File: src/rtl/gb_cpu_common_pkg.sv
// Shared CPU types: IDU opcodes, the IDU instruction record and scheduler defaults.
package gb_cpu_common_pkg;

   typedef enum logic [1:0] {
      IDU_NOP = 2'd0,
      IDU_INC = 2'd1,
      IDU_DEC = 2'd2
   } idu_opcode_t;

   typedef struct packed {
      idu_opcode_t op;
      logic [15:0] operand;
   } idu_instruction_t;

   localparam int IDU_SCHED_NUM_REQ_DEFAULT = 4;

endpackage

File: src/rtl/gb_cpu_idu.sv
// Combinational 16-bit increment/decrement unit; results wrap modulo 2^16.
module gb_cpu_idu
   import gb_cpu_common_pkg::*;
(
   input  idu_instruction_t instr_i,
   output logic [15:0]      result_o
);

   always_comb begin
      result_o = instr_i.operand;
      case (instr_i.op)
         IDU_INC: result_o = instr_i.operand + 16'd1;
         IDU_DEC: result_o = instr_i.operand - 16'd1;
         default: result_o = instr_i.operand;
      endcase
   end

endmodule

File: src/rtl/gb_cpu_idu_sched.sv
// Arbiter sharing one IDU among NUM_REQ requesters with a single result stage.
// Define IDU_SCHED_RR_EN for round-robin; default is fixed priority with starvation aging.
module gb_cpu_idu_sched
   import gb_cpu_common_pkg::*;
#(
   parameter int NUM_REQ      = IDU_SCHED_NUM_REQ_DEFAULT,
   parameter int STARVE_LIMIT = 3,
   localparam int IdW         = (NUM_REQ > 1) ? $clog2(NUM_REQ) : 1
) (
   input  logic               clk,
   input  logic               reset,
   input  logic [NUM_REQ-1:0] req_valid_i,
   input  idu_opcode_t        req_op_i      [NUM_REQ],
   input  logic [15:0]        req_operand_i [NUM_REQ],
   input  logic               stall_i,
   output logic [NUM_REQ-1:0] req_ready_o,
   output logic               rsp_valid_o,
   output logic [IdW-1:0]     rsp_id_o,
   output logic [15:0]        rsp_data_o
);

   logic             grantValid;
   logic [IdW-1:0]   grantIdx;
   logic [NUM_REQ-1:0] readyMask;

`ifdef IDU_SCHED_RR_EN
   logic [IdW-1:0] rrPtr_q;
   logic [IdW-1:0] rrPtr_d;
   int             cand;

   // Descending scan so the requester closest after the last grantee wins.
   always_comb begin
      grantValid = 1'b0;
      grantIdx   = '0;
      cand       = 0;
      for (int k = NUM_REQ - 1; k >= 0; k--) begin
         cand = int'(rrPtr_q) + k;
         if (cand >= NUM_REQ) cand = cand - NUM_REQ;
         if (req_valid_i[cand]) begin
            grantValid = 1'b1;
            grantIdx   = IdW'(cand);
         end
      end
      if (reset || stall_i) grantValid = 1'b0;
   end

   always_comb begin
      rrPtr_d = rrPtr_q;
      if (grantValid) begin
         rrPtr_d = (grantIdx == IdW'(NUM_REQ - 1)) ? '0 : grantIdx + IdW'(1);
      end
   end

   always_ff @(posedge clk) begin
      if (reset) rrPtr_q <= '0;
      else       rrPtr_q <= rrPtr_d;
   end
`else
   localparam int CntW = $clog2(STARVE_LIMIT + 1);

   logic [CntW-1:0] waitCnt_q [NUM_REQ];
   logic [CntW-1:0] waitCnt_d [NUM_REQ];
   logic            starvedFound;
   logic [IdW-1:0]  starvedIdx;

   // A starved requester overrides plain lowest-index priority.
   always_comb begin
      grantValid   = 1'b0;
      grantIdx     = '0;
      starvedFound = 1'b0;
      starvedIdx   = '0;
      for (int i = NUM_REQ - 1; i >= 0; i--) begin
         if (req_valid_i[i]) begin
            grantValid = 1'b1;
            grantIdx   = IdW'(i);
            if (waitCnt_q[i] == CntW'(STARVE_LIMIT)) begin
               starvedFound = 1'b1;
               starvedIdx   = IdW'(i);
            end
         end
      end
      if (starvedFound) grantIdx = starvedIdx;
      if (reset || stall_i) grantValid = 1'b0;
   end

   always_comb begin
      for (int i = 0; i < NUM_REQ; i++) begin
         waitCnt_d[i] = waitCnt_q[i];
         if (!stall_i) begin
            if (!req_valid_i[i] || readyMask[i]) begin
               waitCnt_d[i] = '0;
            end else if (waitCnt_q[i] != CntW'(STARVE_LIMIT)) begin
               waitCnt_d[i] = waitCnt_q[i] + CntW'(1);
            end
         end
      end
   end

   always_ff @(posedge clk) begin
      for (int i = 0; i < NUM_REQ; i++) begin
         if (reset) waitCnt_q[i] <= '0;
         else       waitCnt_q[i] <= waitCnt_d[i];
      end
   end
`endif

   always_comb begin
      readyMask = '0;
      if (grantValid) readyMask[grantIdx] = 1'b1;
   end

   assign req_ready_o = readyMask;

   idu_instruction_t stage_q;
   idu_instruction_t stage_d;
   logic [IdW-1:0]   stageId_q;
   logic             stageValid_q;

   always_comb begin
      stage_d.op      = req_op_i[grantIdx];
      stage_d.operand = req_operand_i[grantIdx];
   end

   // The stage only loads on a transfer, so rsp_id/rsp_data hold between results.
   always_ff @(posedge clk) begin
      if (reset) begin
         stageValid_q    <= 1'b0;
         stageId_q       <= '0;
         stage_q.op      <= IDU_NOP;
         stage_q.operand <= '0;
      end else begin
         stageValid_q <= grantValid;
         if (grantValid) begin
            stage_q   <= stage_d;
            stageId_q <= grantIdx;
         end
      end
   end

   gb_cpu_idu uIdu (
      .instr_i  (stage_q),
      .result_o (rsp_data_o)
   );

   assign rsp_valid_o = stageValid_q;
   assign rsp_id_o    = stageId_q;

endmodule

File: config.mk
export PLATFORM = sky130hd
export DESIGN_NAME = gb_cpu_idu_sched
export DESIGN_NICKNAME = d
export VERILOG_FILES = /design/src/rtl/gb_cpu_common_pkg.sv /design/src/rtl/gb_cpu_idu.sv /design/src/rtl/gb_cpu_idu_sched.sv
export SDC_FILE = /design/constraint.sdc
export NUM_CORES = 1
export LEC_CHECK = 0
export ABC_AREA = 1
export CAP_MARGIN = 20
export CORE_MARGIN = 4
export CORE_UTILIZATION = 45
export CTS_CLUSTER_SIZE = 25
export DETAILED_ROUTE_END_ITERATION = 6
export GPL_TIMING_DRIVEN = 0
export MAX_ROUTING_LAYER = met4
export PLACE_DENSITY_LB_ADDON = 0.1
export SLEW_MARGIN = 20
export SYNTH_ARGS = -nofsm -noshare
export SYNTH_HDL_FRONTEND = slang
export SYNTH_SLANG_ARGS = --single-unit
File: constraint.sdc
create_clock -name clk -period 5.2 [get_ports clk]
set_input_delay 0.78 -clock clk [delete_from_list [all_inputs] [get_ports clk]]
set_output_delay 0.78 -clock clk [all_outputs]
set_load 0.1 [all_outputs]
==> summary.md <==
| Metric | Value |
|---|---|
| Status | finished, final reports clean |
| Worst IR drop on VDD | 0.141 mV |
| Fin Clk Skew | 0.00878 ns |
| Post-synth cell types | 31 |
| Antenna cell count | 0 |
| Grt ovf | 0 |
| Die Span Y | slightly below 90 microns |
| CP Max Fanout | 16 |
| Die W | 87.2 microns |
| Post-layout nets | 685 |
| Total Wirelength | 8650 microns |
| Final period utilization | between 90% and 100% |
| # IOs | between 100 and 150 |
| Reg clk slew, reported paths | 0.07 ns |
| Post-Syn Nets | 578 |
| HP Class | register to register |
| GP Congestion | 0.967 |
| TritonCTS Buffers | 5 |
| Min-Delay Startpoint | rsp_id_o[1] |
| Vias in the first global route | 3,129 |
| Final hold vios | 0 |
| Worst setup SP type | register |
| Syn-to-layout area delta | 41.8% |
| P_leak | 0.00190 uW |
| DRC viols | 0 |
| Sequential share of the synthesized area | between 20% and 30% |
| FF-to-FF path depth | 11 |
| Drt pass-1 iters | 4 |
| Worst Path Required | 4.42 ns |
| Port bufs | 100 |
| Share of layout cells above drive strength 1 | about 6% |
| Slew Limit Fails | 0 |
| Vias per cell | 5.07 |
| Crit path DAT | 3.90 ns |
| RSZ-0062 raised after global routing | no |
| Min Tclk post-route | 4.68 ns |
| DR WL/cell | 13.1 microns |
| Max Cap Viol | 0 |
| Crit path capture | rsp_data_o[14] |
| First-pass GRT wire length | between 10,000 and 15,000 microns |
| Register Area | 581 sq um |
| Filler Cell Count | 546 |
| Pwr dens | 238 nW/um^2 |
| CTS tree | yes |
| Worst-margin pin slew | 0.975 ns |
| Flop-to-flop setup slack | 3.31 ns |
| Start of the worst register-to-register path | waitCnt_q[1][0] |
| DP HPWL | 7120 microns |
| H-Tree Depth | 2 |
| Routed via count | approximately 3,400 |
| Sink Count | 29 |
| Remaining antenna violation count | 0 |
| Avg Inst Size Synth | slightly below 6 sq um |
| YS warnings | 0 |
| Max clock buf depth | 2 |
| Reg-to-reg endpoint | stage_q[8] |
| Multi-input gate area | around 1900 sq um |
| Clk_lat worst skew | 0.28 ns |
| Max Clk Rate | 214 MHz |
| Most common cell after layout, fill and taps aside | nand2_1 |
| Initial antenna violation count | 0 |
| Initial core utilization | 47.1% |
| Setup TNS Final | 0 ns |
| Flops & latches, synth | 29 |
| Largest net degree at the start of global routing | 17 |
| Total core area | 5990 sq um |
| Setup crit start | stage_q[16] |
| Post-CTS setup buffer count | 0 |
| Total GRT Usage | 23.8% |
| Rows | 28 |
| Slew margin rel. | between 30% and 40% |
| Initial DRC count | 160 |
| Setup Viol. Count Final | 0 |
| Commonest cells after routing, fill and taps aside | nand2_1 (153), clkdlybuf4s50_1 (100), nand3_1 (55) |
| Clock Root Buffer | clkbuf_8 |
| Hold buffer count at CTS | 0 |
| Post-cts sizing count | 0 |
| Min Hold Slack | 0.465 ns |
| Hold path cells | 2 |
| Netlist Area Pre-Place | 2820 sq um |
| CP Capture Type | output port |
| Die area | 7610 sq um |
| Cells after Synth | 479 |
| CP Class | register to output port |
stage by stage:
step	setup WS, ns	total power, uW	utilization (%)	area (sq um)	cells
4_1_cts	0.541	959	66.9	4010	661
6_report	0.517	953	66.9	4010	661
3_5_place_dp	0.878	766	65.4	3920	654
3_3_place_gp	0.950	760	65.4	3920	654
2_1_floorplan	0.583	610	-	2820	479
5_1_grt	0.269	1010	66.9	4010	661
state kept, by name (all words and copies together), names as in the netlist:
signal / count
stage_q: 18
waitCnt_q: 8
rsp_id_o: 2
rsp_valid_o: 1
cell families after synthesis:
logic type | share of synthesized area (%)
AND/OR/NAND/NOR | 41.5
AO/OA/AOI/OAI | 17.0
buffers and inverters | 10.6
flip-flops | 20.6
adder cells (fa/ha/maj) | 9.13
XOR/XNOR | 1.24
Yosys cell counts:
library cell	n	area, sq um
a21oi_4	1	16.3
dfxtp_1	29	581
a21oi_1	45	225
buf_1	1	3.75
clkbuf_1	4	15.0
inv_1	49	184
nor2_4	1	11.3
or2_2	3	18.8
nand4_2	1	12.5
nand2_2	4	25.0
nand3_1	55	275
o21a_1	1	7.51
a21oi_2	1	8.76
ha_1	19	238
buf_2	5	25.0
fa_1	1	20.0
o21ai_0	34	170
nand3b_1	7	52.6
o22ai_1	1	6.26
nor2_1	25	93.8
clkinv_1	3	11.3
a21o_1	2	15.0
xnor2_1	3	26.3
o21ai_1	6	30.0
buf_4	3	22.5
nand3_2	4	40.0
or2_0	11	68.8
nand2_1	153	574
inv_2	4	15.0
xor2_1	1	8.76
buf_6	2	22.5
cell type report:
cell class | instances | area share (%)
Buffer | 15 | 2.22
Clock buffer | 7 | 2.16
Inverter | 56 | 5.25
Multi-Input combinational cell | 379 | 48.5
Sequential cell | 29 | 14.5
Tap cell | 75 | 2.34
Timing Repair Buffer | 100 | 25.0
routing by layer:
layer / routed length [microns] / global-route usage (%)
met5: 0 / -
met2: 4540 / 42.8
met4: 103 / 5.58
met3: 344 / 3.41
met1: 3660 / 27.8
how the worst min path moves through the flow:
stage                             end
after global routing      stage_q[17]
after global placement    rsp_id_o[1]
after detailed placement  rsp_id_o[1]
final                     rsp_id_o[1]
after floorplan           stage_q[17]
after CTS                 stage_q[17]
critical path, cell delays in order (launching register included):
cell and delay, ns:
dfxtp_1 0.30, inv_1 0.06, ha_1 0.59, inv_1 0.13
fa_1 0.39, inv_1 0.13, nand3_1 0.08, nand2_1 0.14
nand3_1 0.08, nand2_1 0.13, nand3b_1 0.14, nand3b_1 0.12
nand3_1 0.08, nand2_1 0.08, clkdlybuf4s50_1 1.13
power breakdown:
part	total, uW	internal, uW	switching [uW]
Clock	192	105	87.0
Sequential	252	240	11.9
Combinational	509	171	338
Total	953	516	436
No activity file was read; power rests on OpenSTA's default activity.
